`config.mk`:
```
export PLATFORM = sky130hd
export DESIGN_NAME = csla_seq_ctrl_flat
export DESIGN_NICKNAME = d
export VERILOG_FILES = /design/src/rtl/csla_seq_ctrl_if.sv /design/src/rtl/csla_seq_ctrl.sv /design/src/flat_wrapper.sv
export SDC_FILE = /design/constraint.sdc
export NUM_CORES = 1
export LEC_CHECK = 0
export CAP_MARGIN = 20
export CORE_MARGIN = 1.5
export CORE_UTILIZATION = 40
export CTS_BUF_LIST = sky130_fd_sc_hd__clkbuf_8
export DETAILED_ROUTE_END_ITERATION = 6
export PLACE_DENSITY = 0.64
export SETUP_SLACK_MARGIN = 0.5
export SLEW_MARGIN = 20
export SYNTH_ARGS = -nofsm -noshare
export SYNTH_HDL_FRONTEND = slang
export SYNTH_SLANG_ARGS = --single-unit
```
`constraint.sdc`:
```
create_clock -name clk -period 3.2 [get_ports clk]
set_input_delay 0.8 -clock clk [delete_from_list [all_inputs] [get_ports clk]]
set_output_delay 0.8 -clock clk [all_outputs]
set_load 0.05 [all_outputs]
```
`src/rtl/csla_seq_ctrl_if.sv`:
```
// Start/done request bus for csla_seq_ctrl; master drives the request, slave returns the result.
// The sub port exists only when CSLA_SEQ_SUB_EN is defined.
interface csla_seq_ctrl_if #(
    parameter int WIDTH = 16
);
    logic             start;
    logic [WIDTH-1:0] a;
    logic [WIDTH-1:0] b;
    logic             cin;
`ifdef CSLA_SEQ_SUB_EN
    logic             sub;
`endif
    logic             busy;
    logic             done;
    logic [WIDTH-1:0] sum;
    logic             cout;

`ifdef CSLA_SEQ_SUB_EN
    modport master (output start, a, b, cin, sub, input busy, done, sum, cout);
    modport slave  (input start, a, b, cin, sub, output busy, done, sum, cout);
`else
    modport master (output start, a, b, cin, input busy, done, sum, cout);
    modport slave  (input start, a, b, cin, output busy, done, sum, cout);
`endif
endinterface

```
`src/rtl/csla_seq_ctrl.sv`:
```
// Multi-cycle WIDTH-bit adder reusing one 4-bit carry-select slice, one nibble per clock, LSB first.
// Optional macro CSLA_SEQ_SUB_EN adds a sub input that turns the operation into a - b.
module csla_seq_ctrl #(
    parameter int WIDTH = 16
) (
    input  logic                 clk,
    input  logic                 rst,
    csla_seq_ctrl_if.slave       bus
);
    localparam int N    = WIDTH / 4;
    localparam int IDXW = (N > 1) ? $clog2(N) : 1;

    typedef enum logic [1:0] {
        S_IDLE,
        S_RUN,
        S_DONE
    } state_t;

    state_t            r_state;
    state_t            w_stateNext;
    logic              w_busy;
    logic              w_done;

    logic [WIDTH-1:0]  r_a;
    logic [WIDTH-1:0]  r_b;
    logic              r_carry;
    logic [IDXW-1:0]   r_idx;
    logic [WIDTH-1:0]  r_acc;
    logic [WIDTH-1:0]  r_sum;
    logic              r_cout;

    logic [WIDTH-1:0]  w_bIn;
    logic              w_cIn;
    logic [IDXW+1:0]   w_bitOff;
    logic [3:0]        w_aNib;
    logic [3:0]        w_bNib;
    logic [4:0]        w_path0;
    logic [4:0]        w_path1;
    logic [4:0]        w_sel;
    logic              w_last;
    logic [WIDTH-1:0]  w_accNext;

    // Subtraction is a + ~b + 1, so the operand and carry are rewritten at capture time.
`ifdef CSLA_SEQ_SUB_EN
    assign w_bIn = bus.sub ? ~bus.b : bus.b;
    assign w_cIn = bus.sub ? 1'b1   : bus.cin;
`else
    assign w_bIn = bus.b;
    assign w_cIn = bus.cin;
`endif

    assign w_bitOff = {r_idx, 2'b00};
    assign w_aNib   = r_a[w_bitOff +: 4];
    assign w_bNib   = r_b[w_bitOff +: 4];

    // Both carry-in cases are computed up front; the registered carry only picks one.
    assign w_path0  = {1'b0, w_aNib} + {1'b0, w_bNib};
    assign w_path1  = {1'b0, w_aNib} + {1'b0, w_bNib} + 5'd1;
    assign w_sel    = r_carry ? w_path1 : w_path0;
    assign w_last   = (r_idx == IDXW'(N - 1));

    always_comb begin
        w_accNext = r_acc;
        w_accNext[w_bitOff +: 4] = w_sel[3:0];
    end

    always_comb begin
        w_stateNext = r_state;
        w_busy      = 1'b0;
        w_done      = 1'b0;
        case (r_state)
            S_IDLE: begin
                if (bus.start) begin
                    w_stateNext = S_RUN;
                end
            end
            S_RUN: begin
                w_busy = 1'b1;
                if (w_last) begin
                    w_stateNext = S_DONE;
                end
            end
            S_DONE: begin
                w_busy      = 1'b1;
                w_done      = 1'b1;
                w_stateNext = S_IDLE;
            end
            default: begin
                w_stateNext = S_IDLE;
            end
        endcase
    end

    always_ff @(posedge clk) begin
        if (rst) begin
            r_state <= S_IDLE;
        end else begin
            r_state <= w_stateNext;
        end
    end

    always_ff @(posedge clk) begin
        if (rst) begin
            r_a     <= '0;
            r_b     <= '0;
            r_carry <= 1'b0;
            r_idx   <= '0;
            r_acc   <= '0;
            r_sum   <= '0;
            r_cout  <= 1'b0;
        end else begin
            case (r_state)
                S_IDLE: begin
                    if (bus.start) begin
                        r_a     <= bus.a;
                        r_b     <= w_bIn;
                        r_carry <= w_cIn;
                        r_idx   <= '0;
                        r_acc   <= '0;
                    end
                end
                S_RUN: begin
                    r_acc   <= w_accNext;
                    r_carry <= w_sel[4];
                    // The index stops at the last nibble rather than wrapping.
                    if (w_last) begin
                        r_sum  <= w_accNext;
                        r_cout <= w_sel[4];
                    end else begin
                        r_idx  <= r_idx + 1'b1;
                    end
                end
                default: begin
                end
            endcase
        end
    end

    assign bus.busy = w_busy;
    assign bus.done = w_done;
    assign bus.sum  = r_sum;
    assign bus.cout = r_cout;

endmodule

```
`src/flat_wrapper.sv`:
```
// flat-port wrapper written by rule: the top's interface ports become plain ports
module csla_seq_ctrl_flat 
#(
    parameter int WIDTH = 16
)
  (clk, rst, bus_start, bus_a, bus_b, bus_cin, bus_busy, bus_done, bus_sum, bus_cout);
  csla_seq_ctrl_if #(.WIDTH(WIDTH)) bus_i ();
  input  logic clk;
  input  logic rst;
  input wire logic [$bits(bus_i.start)-1:0] bus_start;
  input wire logic [$bits(bus_i.a)-1:0] bus_a;
  input wire logic [$bits(bus_i.b)-1:0] bus_b;
  input wire logic [$bits(bus_i.cin)-1:0] bus_cin;
  output wire logic [$bits(bus_i.busy)-1:0] bus_busy;
  output wire logic [$bits(bus_i.done)-1:0] bus_done;
  output wire logic [$bits(bus_i.sum)-1:0] bus_sum;
  output wire logic [$bits(bus_i.cout)-1:0] bus_cout;
  assign bus_i.start = bus_start;
  assign bus_i.a = bus_a;
  assign bus_i.b = bus_b;
  assign bus_i.cin = bus_cin;
  assign bus_busy = bus_i.busy;
  assign bus_done = bus_i.done;
  assign bus_sum = bus_i.sum;
  assign bus_cout = bus_i.cout;
  csla_seq_ctrl #(.WIDTH(WIDTH)) u_core (.clk(clk), .rst(rst), .bus(bus_i));
endmodule
```
=== Word level (Yosys, flattened, before mapping) ===
Cells that the tools add are included.

* Bitwise logic cells: 0
* Shifts and indexed selects: 4
* Add/subtract/negate cells: 4
* $mul: 0
* Order comparisons: 0
* Div/mod/pow operators: 0
* Reductions and logical operators: 8
* Muxes and demuxes: 14
* Eq/ne operators: 6

{| class="wikitable"
|+ Operators by type and width
! cell !! number
|-
| $pmux W16 S2 || 1
|-
| $shiftx A16 B5 Y4 || 2
|-
| $bwmux W16 || 1
|-
| $mux W16 || 1
|-
| $shift A4 B6 Y16 const A || 1
|-
| $shiftx A4 B6 Y16 || 1
|-
| $mux W2 || 4
|-
| $pmux W2 S2 || 2
|-
| $reduce_and A2 Y1 || 4
|-
| $neg A4 Y6 || 1
|-
| $add A4 B4 Y5 || 1
|-
| $add A5 B1 Y5 const B || 1
|-
| $mux W5 || 1
|-
| $eq A2 B2 Y1 const B || 2
|-
| $ne A2 B2 Y1 const B || 2
|-
| $mux W1 || 3
|-
| $reduce_and A3 Y1 || 1
|-
| $add A2 B1 Y2 const B || 1
|-
| $eq A2 B1 Y1 const B || 1
|-
| $logic_not A2 Y1 || 1
|-
| $ne A2 B1 Y1 const B || 1
|-
| $pmux W1 S2 || 1
|-
| $reduce_bool A2 Y1 || 1
|-
| $reduce_or A2 Y1 || 1
|}

* Input port bits: 36
* Bits in writable memories: 0
* Output and inout port bits: 19
* Latch bits: 0
* Flip-flop bits (word level): 70
* Bits in read-only memories: 0
* Memories: 0
* Word-level logic and storage cells: 44

=== Logic depth before layout (Yosys ltp) ===
Gate-level depths: netlist (run 1).

* Depth after elaboration: 7
* Gate-level depth with buffers: 10
* Depth with buffers taken out: 8

=== Worst setup path after synthesis (run 1) ===
Ideal clock, no wire load.

* Path type: register to register
* Start: register u_core.r_idx[0]
* End: register u_core.r_acc[13]
* Path buffers: 2
* Arrival time: 2901 ps
* Stages on the path, launching flop included: 11
* Data required time: 3072 ps
* Slack: 172 ps
* Library setup time: 128 ps
* Clock period less this slack: 3028 ps
* Cell sequence: dfxtp_1 buf_6 buf_2 mux4_2 ha_1 fa_1 ha_1 mux2_2 a22o_1 a22oi_1 nor2_1

* Longest elaborated chain between the ends: 7
* Elaborated cells between the ends (all ways): 10
* Classes of those cells: add/sub: 3; shift: 4; mux: 3

{| class="wikitable"
|+ RTL lines
! item !! line !! source
|-
| start: declaration || csla_seq_ctrl.sv:27 || <nowiki>logic [IDXW-1:0] r_idx;</nowiki>
|-
| start signal: assignment || csla_seq_ctrl.sv:130 || <nowiki>r_idx <= r_idx + 1'b1;</nowiki>
|-
| $shiftx A16 B5 Y4, on equally long branches || csla_seq_ctrl.sv:53, csla_seq_ctrl.sv:54 ||
|-
| $add A4 B4 Y5 || csla_seq_ctrl.sv:57, csla_seq_ctrl.sv:58 ||
|-
| $add A5 B1 Y5 || csla_seq_ctrl.sv:58 || <nowiki>assign w_path1 = {1'b0, w_aNib} + {1'b0, w_bNib} + 5'd1;</nowiki>
|-
| $mux W5 || csla_seq_ctrl.sv:59 || <nowiki>assign w_sel = r_carry ? w_path1 : w_path0;</nowiki>
|-
| $shiftx A4 B6 Y16 || csla_seq_ctrl.sv:64 || <nowiki>w_accNext[w_bitOff +: 4] = w_sel[3:0];</nowiki>
|-
| $bwmux W16 (*) || csla_seq_ctrl.sv:64 ||
|-
| $pmux W16 S2 (*) || csla_seq_ctrl.sv:112 || <nowiki>case (r_state)</nowiki>
|-
| end signal: assignment || csla_seq_ctrl.sv:123 || <nowiki>r_acc <= w_accNext;</nowiki>
|-
| end: declaration || csla_seq_ctrl.sv:28 || <nowiki>logic [WIDTH-1:0] r_acc;</nowiki>
|}

Every way passes the cells marked *; elsewhere a longest branch is shown, timed or not.
A chain may end at the register's enable or synchronous reset.

=== Worst setup path after layout (run 1) ===
* Start: register u_core.r_idx[0]
* End: register u_core.r_acc[9]

The elaborated chain is that of the path after synthesis.

==> impl_summary.txt, run 1 <==
----------------------------------------------------
[Outcome]
  Run status ... completed

[Global routing]
  GRT Total Usage ... 19.14%
  Layer with the highest usage after global routing ... met2
  Met3 track utilization from global routing ... 4.868%
  Total overflow reported by the global router ... 0
  Wire length of the first global-routing pass ... 14520 um
  Met2 Track Usage GR ... 32.36%
  Number of antenna violations at the first check in global routing ... 0
  Vias in the first global route ... 2941
  Pin count of the biggest net entering global routing ... 33
  Met1 demand-to-capacity share in global routing ... 23.65%

[Die]
  Die width ... 98.13 um
  Vert. Die Dim ... 98.13 um
  Die ar. ... 0.009629 sq mm
  Boundary pin count ... 55
  Core Region ... 0.008763 sq mm
  Initial Utilization ... 41.30%
  Count of standard-cell rows ... 34

[Critical path]
  Terminus of the critical flop-to-flop path ... u_core.r_acc[9]$_SDFFE_PP0P_
  Launching instance or port of the critical path ... u_core.r_idx[0]$_SDFFE_PP0P_
  Worst setup EP type ... flop
  Worst Reg2Reg Path Length in Cells ... 8
  WP data arrival ... 2.92 ns
  Type of the setup path with the least slack ... reg -> reg
  CP Max Fanout ... 5
  Setup slack of the most critical reg-to-reg path ... 0.51 ns
  Setup crit start kind ... flop
  Worst Path Required ... 3.43 ns
  Critical register-to-register path startpoint ... u_core.r_idx[0]$_SDFFE_PP0P_

[Timing]
  Worst-case clock skew ... 0.01216 ns
  Shortest clock period the worst path allows after layout ... 2.691 ns
  RSZ-0062 raised after global routing ... true
  Final period utilization ... 84.08%
  Final setup violating endpoints ... 0
  Sum Neg Setup Slack ... 0 ns
  Headroom to the max-slew limit ... 54.33%
  Worst hold margin ... 0.4556 ns
  Worst Max-Slew Pin Slew ... 0.6834 ns
  Hold violation count in the final report ... 0
  Max Clock Freq ... 0.3717 GHz
  Final number of max-transition violations ... 0

[Clocking]
  Clock net sink count ... 70
  Number of buffers created by CTS ... 9
  H-tree depth ... 3
  Clock Tree Root ... sky130_fd_sc_hd__clkbuf_8
  Clk pin slew, worst setup/hold paths ... 0.08 ns
  Clk_lat worst skew ... 0.35 ns
  Number of buffers on the longest clock path ... 2
  Hold-fix buffers at CTS ... 0
  TritonCTS clock tree ... yes

[Power and ir drop]
  Peak supply drop ... 0.0002007 V
  Leakage power ... 1.663 nW
  Power per cell area ... 444.1 mW/mm^2

[Min path]
  Hold crit path type ... reg -> reg
  Worst hold path stage count ... 2
  Start point of the worst hold path ... u_core.r_a[1]$_SDFFE_PP0P_
  Hold Path End ... u_core.r_a[1]$_SDFFE_PP0P_

[Cells and area]
  Layout cell share with drive strength beyond 1 ... 14.32%
  Area added between synthesis and finish ... 22.85%
  Number of diodes ... 0
  Non-Filler Instances ... 562
  Filler cell count in the final layout ... 854
  Final net count ... 501

[Detailed routing]
  Post-DRT Antenna Nets ... 0
  DR WL/cell ... 15.96 um
  Pre-Repair DR Iteration Count ... 4
  Via count of the routed design ... 3103
  Detailed-route vias per instance ... 5.521
  Final Routed Wirelength ... 8967 um
  Number of DRC markers after the initial detailed-route iteration ... 218
  Detailed-route DRC error count ... 0

[Synthesis]
  Post-Synthesis Net Count ... 457
  Synthesized instance count ... 406
  Fraction of the yosys area taken by sequential cells ... 38.71%
  Most used DFF post-synth ... sky130_fd_sc_hd__dfxtp_1
  Average size of a mapped cell ... 8.916 sq um
  Register bit count reported by yosys ... 70
  Async set-reset flop share out of synthesis ... 0%
  Netlist area before placement ... 0.003620 sq mm
  Count of flip-flops with a built-in enable after synthesis ... 0
  Synthesis Warnings ... 0
  Distinct cell type count after synthesis ... 59

[Place]
  Number of port buffers ... 54
  Post-DP HPWL ... 6339 um
  Routability-driven placement congestion ratio ... 0.8674
  Cell total after placement ... 543

[Run]
  Max-cap violations ... 0

----------------------------------------------------
## layout make-up
| class | count | area, sq um | area share, % |
|---|---|---|---|
| Clock buffer | 9 | 123.9 | 2.786 |
| Inverter | 10 | 37.54 | 0.8441 |
| Timing Repair Buffer | 65 | 620.6 | 13.96 |
| Tap cell | 108 | 135.1 | 3.039 |
| Clock inverter | 6 | 56.30 | 1.266 |
| Sequential cell | 70 | 1406 | 31.63 |
| Multi-Input combinational cell | 294 | 2067 | 46.48 |
## sequential cells by signal, summed over array words and instances (netlist names)
signal           flops
u_core.r_acc        16
u_core.bus.cout      1
u_core.r_b          16
u_core.r_a          16
u_core.bus.sum      16
u_core.r_carry       1
u_core.r_state       2
u_core.r_idx         2
## report_power, final
group / total [mW] / internal (mW) / switching [mW]
clock: 0.680 / 0.349 / 0.332
combinational: 0.370 / 0.161 / 0.208
sequential: 0.925 / 0.903 / 0.0217
## worst max path at each step
stage	end	slack [ns]	depth (start not counted)
after detailed placement	u_core.r_acc[6]$_SDFFE_PP0P_	0.38	8
after CTS	u_core.r_acc[5]$_SDFFE_PP0P_	0.50	8
after global routing	u_core.r_acc[2]$_SDFFE_PP0P_	0.42	8
after floorplan	u_core.r_acc[13]$_SDFFE_PP0P_	0.36	10
after global placement	u_core.r_acc[9]$_SDFFE_PP0P_	0.45	8
final	u_core.r_acc[9]$_SDFFE_PP0P_	0.51	8
## cell usage after synthesis (all sizes together) (2+ instances only)
master / instances / area share, %
a211oi: 3 / 0.62
a21oi: 45 / 6.3
a221oi: 8 / 1.9
a22o: 7 / 1.7
a22oi: 8 / 1.7
a31oi: 2 / 0.35
and2: 3 / 0.52
and3: 6 / 1.2
and4bb: 2 / 0.69
buf: 22 / 4.3
clkbuf: 10 / 1.3
dfxtp: 70 / 39
ha: 14 / 4.8
inv: 10 / 1.0
mux2: 2 / 0.62
mux4: 8 / 5.0
nand2: 79 / 8.2
nand2b: 5 / 0.93
nand3: 10 / 1.4
nand3b: 5 / 1.0
nand4: 4 / 0.69
nor2: 23 / 2.5
nor2b: 3 / 0.59
nor3: 10 / 1.5
nor3b: 5 / 1.9
o2111ai: 4 / 0.97
o211ai: 4 / 0.97
o21ai: 12 / 2.0
o21bai: 2 / 0.41
o221ai: 4 / 0.97
xnor2: 2 / 0.69
xor2: 2 / 0.69
## cells in the final DEF (no fill, tap or decap), drive strengths merged, types with 3 or more instances in the layout
master / netlist / final
nand3b: 5 / 5
a221oi: 8 / 8
a211oi: 3 / 3
clkdlybuf4s50: 0 / 52
nor2: 23 / 23
ha: 14 / 14
nor3: 10 / 10
nand2: 79 / 79
a21oi: 45 / 45
o221ai: 4 / 4
clkbuf: 10 / 9
dfxtp: 70 / 70
and3: 6 / 6
o2111ai: 4 / 4
mux4: 8 / 8
o211ai: 4 / 4
nand2b: 5 / 5
buf: 22 / 12
inv: 10 / 12
o21ai: 12 / 12
a22o: 7 / 7
nand3: 10 / 10
nand4: 4 / 4
and2: 3 / 3
clkinv: 0 / 3
nor3b: 5 / 5
nor2b: 3 / 3
a22oi: 8 / 8
## layer usage
metal | part of all wire (%) | vias up
met2 | 50 | 79
li1 | - | 1536
met3 | 3.6 | 18
met1 | 45 | 1470
met4 | 2.1 | 0
met5 | 0 | -
## what timing repair did
action / in CTS / in global routing
resized for setup: 4 / 12
pin swaps: 3 / 3
setup buffers: 2 / 2
setup endpoints to repair: 19 / 24
## critical path, stage by stage, from the launching register on
cell and delay [ns]:
sky130_fd_sc_hd__dfxtp_4 0.40, sky130_fd_sc_hd__mux4_2 0.54, sky130_fd_sc_hd__ha_4 0.18, sky130_fd_sc_hd__fa_2 0.56
sky130_fd_sc_hd__ha_4 0.20, sky130_fd_sc_hd__mux2_4 0.28, sky130_fd_sc_hd__a22o_1 0.21, sky130_fd_sc_hd__a22oi_1 0.14
sky130_fd_sc_hd__nor2_1 0.05
## metrics by stage
step / power [mW] / setup slack [ns] / instance area [sq um] / util (%)
after floorplan: 1.190 / 0.3642 / 3649 / -
after global placement: 1.280 / 0.4504 / 4163 / 47.50
after detailed placement: 1.286 / 0.3848 / 4163 / 47.50
after CTS: 1.972 / 0.5003 / 4375 / 49.93
after global routing: 2.067 / 0.4186 / 4447 / 50.74
final: 1.975 / 0.5093 / 4447 / 50.74
## cells by family (layout without fill, tap and decap cells)
| logic type | Yosys count | after routing | synth area share, % |
|---|---|---|---|
| AO/OA/AOI/OAI | 105 | 105 | 19.39 |
| XOR/XNOR | 4 | 4 | 1.383 |
| adder cells (fa/ha/maj) | 15 | 15 | 5.392 |
| buffers and inverters | 42 | 90 | 6.637 |
| flip-flops | 70 | 70 | 38.71 |
| multiplexers | 11 | 11 | 5.876 |
| AND/OR/NAND/NOR | 159 | 159 | 22.61 |
(Power assumes the default switching activity.)
==> run 2: changes to the inputs <==
Settings changed: PLACE_DENSITY 0.64 to 0.62.
Clock period 3.2 ns to 2.5 ns, I/O delays scaled along.
==> run 2 against run 1 <==
Against the previous run: the run now ends with setup timing left; global-route usage is essentially flat; via count grew 5.1%; clock power grew 51%; combinational power grew 61%; worst hold slack is essentially flat; clock skew shrank 0.0012 ns; largest cell class unchanged; final cell count grew 3.9%; count of clock-buffer cells in the layout is the same; worst setup slack lost 0.69 ns; wire length grew 3.8%; largest power group unchanged; power grew 42%.
==> impl_summary.txt, run 2 (synthesized netlist as in run 1, its figures left out) <==
----------------------------------------------------
[Timing]
  Hold violation count in the final report ... 0 (unchanged)
  Worst-case clock skew ... 0.01097 ns (-0.001190 ns)
  Final period utilization ... 107.3% (+23 points)
  Final setup violating endpoints ... 17 (+17)
  Worst path setup slack after routing ... -0.1828 ns (-0.6921 ns)
  Headroom to the max-slew limit ... 64.05% (+9.7 points)
  Final number of max-transition violations ... 0 (unchanged)
  Worst Max-Slew Pin Slew ... 0.5337 ns (-0.1497 ns)
  Shortest clock period the worst path allows after layout ... 2.683 ns (-0.007882 ns)
  Max Clock Freq ... 0.3727 GHz (+0.29%)
  RSZ-0062 raised after global routing ... true

[Cells and area]
  Area added between synthesis and finish ... 34.19%
  Final net count ... 522 (+4.2%)
  Number of diodes ... 0 (unchanged)
  Most common cell after layout, fill and taps aside ... sky130_fd_sc_hd__nand2_1
  Layout cell share with drive strength beyond 1 ... 24.79% (+10 points)
  Most used cells in the layout excluding fill and tap cells ... sky130_fd_sc_hd__nand2_1 (78), sky130_fd_sc_hd__dfxtp_1 (68), sky130_fd_sc_hd__a21oi_1 (42), sky130_fd_sc_hd__clkdlybuf4s50_1 (34), sky130_fd_sc_hd__buf_4 (26)
  Utilization after layout ... 55.43% (+4.7 points)
  Area of all placed cells without fillers ... 0.004857 sq mm (+9.2%)

[Clocking]
  Number of buffers created by CTS ... 9 (unchanged)
  TritonCTS clock tree ... yes
  Clock Tree Root ... sky130_fd_sc_hd__clkbuf_8
  Clk pin slew, worst setup/hold paths ... 0.09 ns (about the same)
  Clock net sink count ... 70 (unchanged)
  Hold-fix buffers at CTS ... 0 (unchanged)
  H-tree depth ... 3 (unchanged)
  Number of buffers on the longest clock path ... 2 (unchanged)
  Clk_lat worst skew ... 0.35 ns (about the same)

[Global routing]
  Vias in the first global route ... 3062 (+4.1%)
  Pin count of the biggest net entering global routing ... 42 (+27%)
  Wire length of the first global-routing pass ... 14910 um (+2.7%)
  Total overflow reported by the global router ... 0 (unchanged)
  Number of antenna violations at the first check in global routing ... 0 (unchanged)
  GRT Total Usage ... 19.14% (about the same)

[Die]
  Initial Utilization ... 41.30% (unchanged)
  Core Region ... 0.008763 sq mm (unchanged)
  Die width ... 98.13 um (unchanged)
  Count of standard-cell rows ... 34 (unchanged)
  Die ar. ... 0.009629 sq mm (unchanged)
  Vert. Die Dim ... 98.13 um (unchanged)
  Boundary pin count ... 55 (unchanged)

[Min path]
  Start point of the worst hold path ... u_core.r_a[15]$_SDFFE_PP0P_
  Hold Path End ... u_core.r_a[15]$_SDFFE_PP0P_
  Worst hold path stage count ... 2 (unchanged)
  Hold crit path type ... reg -> reg

[Critical path]
  CP Max Fanout ... 5 (unchanged)
  Worst Path Required ... 2.73 ns (-0.70 ns)
  Worst Reg2Reg Path Length in Cells ... 8 (unchanged)
  Setup slack of the most critical reg-to-reg path ... -0.18 ns (-0.69 ns)
  Critical register-to-register path startpoint ... u_core.r_idx[0]$_SDFFE_PP0P_
  Type of the setup path with the least slack ... reg -> reg
  Worst setup EP type ... flop
  WP data arrival ... 2.91 ns (about the same)
  Terminus of the critical flop-to-flop path ... u_core.r_acc[13]$_SDFFE_PP0P_
  Setup crit start kind ... flop

[Detailed routing]
  Detailed-route DRC error count ... 0 (unchanged)
  Final Routed Wirelength ... 9308 um (+3.8%)
  Via count of the routed design ... 3260 (+5.1%)
  Pre-Repair DR Iteration Count ... 5 (+1)
  Detailed-route vias per instance ... 5.582 (+1.1%)
  Number of DRC markers after the initial detailed-route iteration ... 162 (-26%)
  Post-DRT Antenna Nets ... 0 (unchanged)
  DR WL/cell ... 15.94 um (-0.11%)

[Place]
  Instance area after placement ... 0.004310 sq mm (+3.5%)
  Routability-driven placement congestion ratio ... 0.8135 (-6.2%)
  Post-DP HPWL ... 6458 um (+1.9%)
  Number of port buffers ... 54 (unchanged)

[Power and ir drop]
  Peak supply drop ... 0.0002977 V (+48%)
  Power per cell area ... 577.3 mW/mm^2 (+30%)
  Leakage power ... 1.913 nW (+15%)

[Outcome]
  Run status ... finished with violations
  Violations in the final reports ... setup timing

[Run]
  Max-cap violations ... 0 (unchanged)

----------------------------------------------------
run 2: area by class of cell:
cell class | instances | area, sq um
well taps | 108 | 135.1
inverters | 10 | 37.54
repair buffers | 86 | 788.3
clock buffers | 9 | 123.9
clock inverters | 7 | 98.84
fillers | 822 | 3906
multi-input cells | 294 | 2267
flip-flops and latches | 70 | 1406
run 2: what timing repair did:
action	CTS	global route
resized for setup	43	34
setup endpoints to repair	49	34
pin swaps	5	25
setup buffers	4	3
cloned	0	0
run 2: where the power goes:
group / internal [mW] / switching (mW) / total, mW
Clock: 0.567 / 0.459 / 1.03
Combinational: 0.277 / 0.317 / 0.594
Sequential: 1.16 / 0.0291 / 1.18
run 2: layer usage:
layer	vias to the layer above	share of wire, %	GRT usage [%]
met3	9	4.7	4.223
met2	108	49	31.62
li1	1584	-	-
met5	-	0	0
met1	1559	45	25.02
met4	0	1.0	5.824
run 2: worst max path at each step:
stage	end	slack (ns)	startpoint
6_report	u_core.r_acc[13]$_SDFFE_PP0P_	-0.18	u_core.r_idx[0]$_SDFFE_PP0P_
2_1_floorplan	u_core.r_acc[13]$_SDFFE_PP0P_	-0.33	u_core.r_idx[0]$_SDFFE_PP0P_
3_5_place_dp	u_core.r_acc[14]$_SDFFE_PP0P_	-0.25	u_core.r_idx[0]$_SDFFE_PP0P_
4_1_cts	u_core.r_acc[1]$_SDFFE_PP0P_	-0.18	u_core.r_idx[0]$_SDFFE_PP0P_
5_1_grt	u_core.r_acc[9]$_SDFFE_PP0P_	-0.26	u_core.r_idx[0]$_SDFFE_PP0P_
3_3_place_gp	u_core.r_acc[1]$_SDFFE_PP0P_	-0.18	u_core.r_idx[0]$_SDFFE_PP0P_
run 2: worst max-delay path: stages, from the launching register on:
cell	delay [ns]
sky130_fd_sc_hd__dfxtp_4	0.39
sky130_fd_sc_hd__mux4_2	0.54
sky130_fd_sc_hd__ha_4	0.18
sky130_fd_sc_hd__fa_2	0.56
sky130_fd_sc_hd__ha_4	0.20
sky130_fd_sc_hd__mux2_4	0.28
sky130_fd_sc_hd__a22o_1	0.21
sky130_fd_sc_hd__a22oi_1	0.15
sky130_fd_sc_hd__nor2_1	0.07
run 2: through the flow:
step	power [mW]	setup slack [ns]	cells	hold slack [ns]	TNS, ns
after global routing	2.918	-0.2644	584	0.4802	-3.893
after CTS	2.753	-0.1822	581	0.4584	-2.199
after detailed placement	1.682	-0.2526	561	0.4477	-4.222
final	2.804	-0.1828	584	0.4558	-2.112
after global placement	1.677	-0.1844	561	0.4405	-2.794
after floorplan	1.524	-0.3349	406	0.4331	-4.502
==> run 3: changes to the inputs <==
--- a/config.mk
+++ b/config.mk
@@ -7,9 +7,11 @@
 export LEC_CHECK = 0
 export CAP_MARGIN = 20
+export CELL_PAD_IN_SITES_DETAIL_PLACEMENT = 1
+export CELL_PAD_IN_SITES_GLOBAL_PLACEMENT = 2
 export CORE_MARGIN = 1.5
-export CORE_UTILIZATION = 40
+export CORE_UTILIZATION = 34
 export CTS_BUF_LIST = sky130_fd_sc_hd__clkbuf_8
 export DETAILED_ROUTE_END_ITERATION = 6
-export PLACE_DENSITY = 0.62
+export PLACE_DENSITY = 0.82
 export SETUP_SLACK_MARGIN = 0.5
 export SLEW_MARGIN = 20
==> constraint.sdc (replaced) <==
create_clock -name clk -period 2.5 [get_ports clk]
set_input_delay 0.625 -clock clk [delete_from_list [all_inputs] [get_ports clk]]
set_output_delay 0.625 -clock clk [all_outputs]
set_load 0.01 [all_outputs]
==> run 3 against run 2 <==
Against the previous run: the flow still finishes with violations (setup timing); clock skew hardly changed; sequential share of layout area is 0.49 points lower; first-iteration DRC count is 48% lower; via count is 0.28% higher; critical path depth stayed put; die area is 17% higher; worst hold slack better by 0.0017 ns; non-clock buffer count is 4 higher; sequential cell count stayed put; sequential power hardly changed.
==> impl_summary.txt, run 3 (synthesized netlist as in run 1, its figures left out) <==
----------------------------------------------------
[Timing]
  Shortest clock period the worst path allows after layout ... 2.747 ns (+0.06445 ns)
  RSZ-0062 raised after global routing ... true
  Max Clock Freq ... 0.3640 GHz (-2.3%)
  Worst-case clock skew ... 0.01086 ns (-0.0001135 ns)
  Worst Max-Slew Pin Slew ... 0.6022 ns (+0.06858 ns)
  Worst path setup slack after routing ... -0.2472 ns (-0.06445 ns)
  Final period utilization ... 109.9% (+2.6 points)
  Hold violation count in the final report ... 0 (unchanged)
  Worst hold margin ... 0.4575 ns (+0.001749 ns)
  Final setup violating endpoints ... 25 (+8)
  Final number of max-transition violations ... 0 (unchanged)
  Headroom to the max-slew limit ... 59.43% (-4.6 points)

[Detailed routing]
  Detailed-route vias per instance ... 5.307 (-4.9%)
  Number of DRC markers after the initial detailed-route iteration ... 84 (-48%)
  Post-DRT Antenna Nets ... 0 (unchanged)
  Detailed-route DRC error count ... 0 (unchanged)
  Via count of the routed design ... 3269 (+0.28%)
  Final Routed Wirelength ... 10220 um (+9.8%)
  Pre-Repair DR Iteration Count ... 4 (-1)
  DR WL/cell ... 16.60 um (+4.1%)

[Min path]
  Hold crit path type ... reg -> reg

[Critical path]
  Worst setup EP type ... flop
  CP Max Fanout ... 4 (-1)
  WP data arrival ... 2.98 ns (+0.07 ns)
  Setup slack of the most critical reg-to-reg path ... -0.25 ns (-0.06 ns)
  Setup crit start kind ... flop
  Worst Path Required ... 2.74 ns (about the same)
  Type of the setup path with the least slack ... reg -> reg

[Place]
  Post-DP HPWL ... 7333 um (+14%)
  Number of port buffers ... 54 (unchanged)
  Post-place setup slack ... -0.2933 ns (-0.04076 ns)
  Routability-driven placement congestion ratio ... 0.8568 (+5.3%)
  Cell total after placement ... 586 (+4.5%)

[Die]
  Boundary pin count ... 55 (unchanged)
  Initial Utilization ... 35.06% (-6.2 points)
  Die width ... 106.2 um (+8.2%)
  Vert. Die Dim ... 106.2 um (+8.2%)
  Count of standard-cell rows ... 37 (+8.8%)
  Die ar. ... 0.01127 sq mm (+17%)
  Core Region ... 0.01032 sq mm (+18%)

[Power and ir drop]
  Power per cell area ... 547.5 mW/mm^2 (-5.2%)
  Peak supply drop ... 0.0003107 V (+4.4%)
  Combinational Power Share ... 22.2% (+1.0 points)
  Internal power consumption ... 1.898 mW (-5.1%)
  Clock power frac ... 34.0% (-2.6 points)
  Seq pwr share ... 43.8% (+1.6 points)
  Net switching power ... 811.9 uW (+0.92%)
  Power after layout ... 2.710 mW (-3.4%)
  Switching power share of the total ... 29.96% (+1.3 points)
  Leakage power ... 1.814 nW (-5.1%)

[Outcome]
  Run status ... finished with violations
  Violations in the final reports ... setup timing

[Cells and area]
  Final net count ... 526 (+0.77%)
  Register area ... 0.001409 sq mm (+0.18%)
  Number of diodes ... 0 (unchanged)
  Filler cell count in the final layout ... 1193 (+45%)
  Non-Filler Instances ... 616 (+5.5%)
  Area added between synthesis and finish ... 36.74%
  Most common cell after layout, fill and taps aside ... sky130_fd_sc_hd__nand2_1
  Most used cells in the layout excluding fill and tap cells ... sky130_fd_sc_hd__nand2_1 (75), sky130_fd_sc_hd__dfxtp_1 (66), sky130_fd_sc_hd__clkdlybuf4s50_1 (51), sky130_fd_sc_hd__a21oi_1 (41), sky130_fd_sc_hd__buf_4 (30)
  Layout cell share with drive strength beyond 1 ... 26.67% (+1.9 points)
  Combined area of the multi-input logic cells ... 0.002310 sq mm (+1.9%)

[Global routing]
  Wire length of the first global-routing pass ... 16680 um (+12%)
  Vias in the first global route ... 3266 (+6.7%)
  Number of antenna violations at the first check in global routing ... 0 (unchanged)
  Pin count of the biggest net entering global routing ... 36 (-14%)
  Total overflow reported by the global router ... 0 (unchanged)
  GRT Total Usage ... 18.83% (-0.31 points)

[Clocking]
  Clock net sink count ... 70 (unchanged)
  H-tree depth ... 3 (unchanged)
  Clock Tree Root ... sky130_fd_sc_hd__clkbuf_8
  Number of buffers on the longest clock path ... 2 (unchanged)
  Clk pin slew, worst setup/hold paths ... 0.08 ns (about the same)
  Clk_lat worst skew ... 0.36 ns (about the same)
  TritonCTS clock tree ... yes
  Number of buffers created by CTS ... 9 (unchanged)

[Run]
  Max-cap violations ... 0 (unchanged)

----------------------------------------------------
-- run 3: path summary, 6_finish.rpt --
kind,from,end,cells past startpoint
worst max register to register,u_core.r_idx[0]$_SDFFE_PP0P_,u_core.r_acc[9]$_SDFFE_PP0P_,8
worst max-delay path,u_core.r_idx[0]$_SDFFE_PP0P_,u_core.r_acc[9]$_SDFFE_PP0P_,8
worst min-delay path,u_core.r_a[10]$_SDFFE_PP0P_,u_core.r_a[10]$_SDFFE_PP0P_,2
worst min register to register,u_core.r_a[10]$_SDFFE_PP0P_,u_core.r_a[10]$_SDFFE_PP0P_,2
-- run 3: what timing repair did --
action / CTS / global route
gates resized for setup: 41 / 25
endpoints found under the setup margin: 36 / 35
setup buffers: 8 / 6
pin swaps: 18 / 20
hold buffers: 0 / 0
-- run 3: per-layer routing --
layer  track usage [%]  vias to the layer above  routed length [um]
met5                 0                        -                   0
met4             5.598                        0                 147
met3             4.292                       13                 381
met2             33.78                       67                5280
met1             22.25                     1603                4414
li1                  -                     1586                   -
-- run 3: power by group through the flow --
stage               registers (mW)  clock network [mW]  logic, mW
finish                        1.19               0.922      0.602
global placement              1.21                   0      0.457
detailed placement            1.21                   0      0.466
global route                  1.19               0.990      0.648
CTS                           1.19               0.940      0.553
floorplan                     1.20                   0      0.321
-- run 3: cell type report --
cell class / count / area share, %
Multi-Input combinational cell: 294 / 46.66
Sequential cell: 70 / 28.46
Timing Repair Buffer: 90 / 16.71
Tap cell: 136 / 3.438
Clock buffer: 9 / 2.503
Clock inverter: 7 / 1.466
Inverter: 10 / 0.7583
-- run 3: worst max-delay path, stage by stage, from the launching register on --
cell and delay [ns]:
sky130_fd_sc_hd__dfxtp_4 0.38, sky130_fd_sc_hd__mux4_2 0.55, sky130_fd_sc_hd__ha_4 0.19, sky130_fd_sc_hd__fa_2 0.56, sky130_fd_sc_hd__ha_4 0.20, sky130_fd_sc_hd__mux2_4 0.28, sky130_fd_sc_hd__a22o_4 0.23, sky130_fd_sc_hd__a22oi_2 0.15
sky130_fd_sc_hd__nor2_1 0.07
-- run 3: per-stage QoR --
stage | setup TNS (ns) | util, % | instance area, sq um
finish | -3.386 | 47.95 | 4950
global route | -5.911 | 47.95 | 4950
CTS | -2.925 | 46.26 | 4776
detailed placement | -5.378 | 41.78 | 4313
global placement | -3.900 | 41.78 | 4313
floorplan | -4.502 | - | 3661
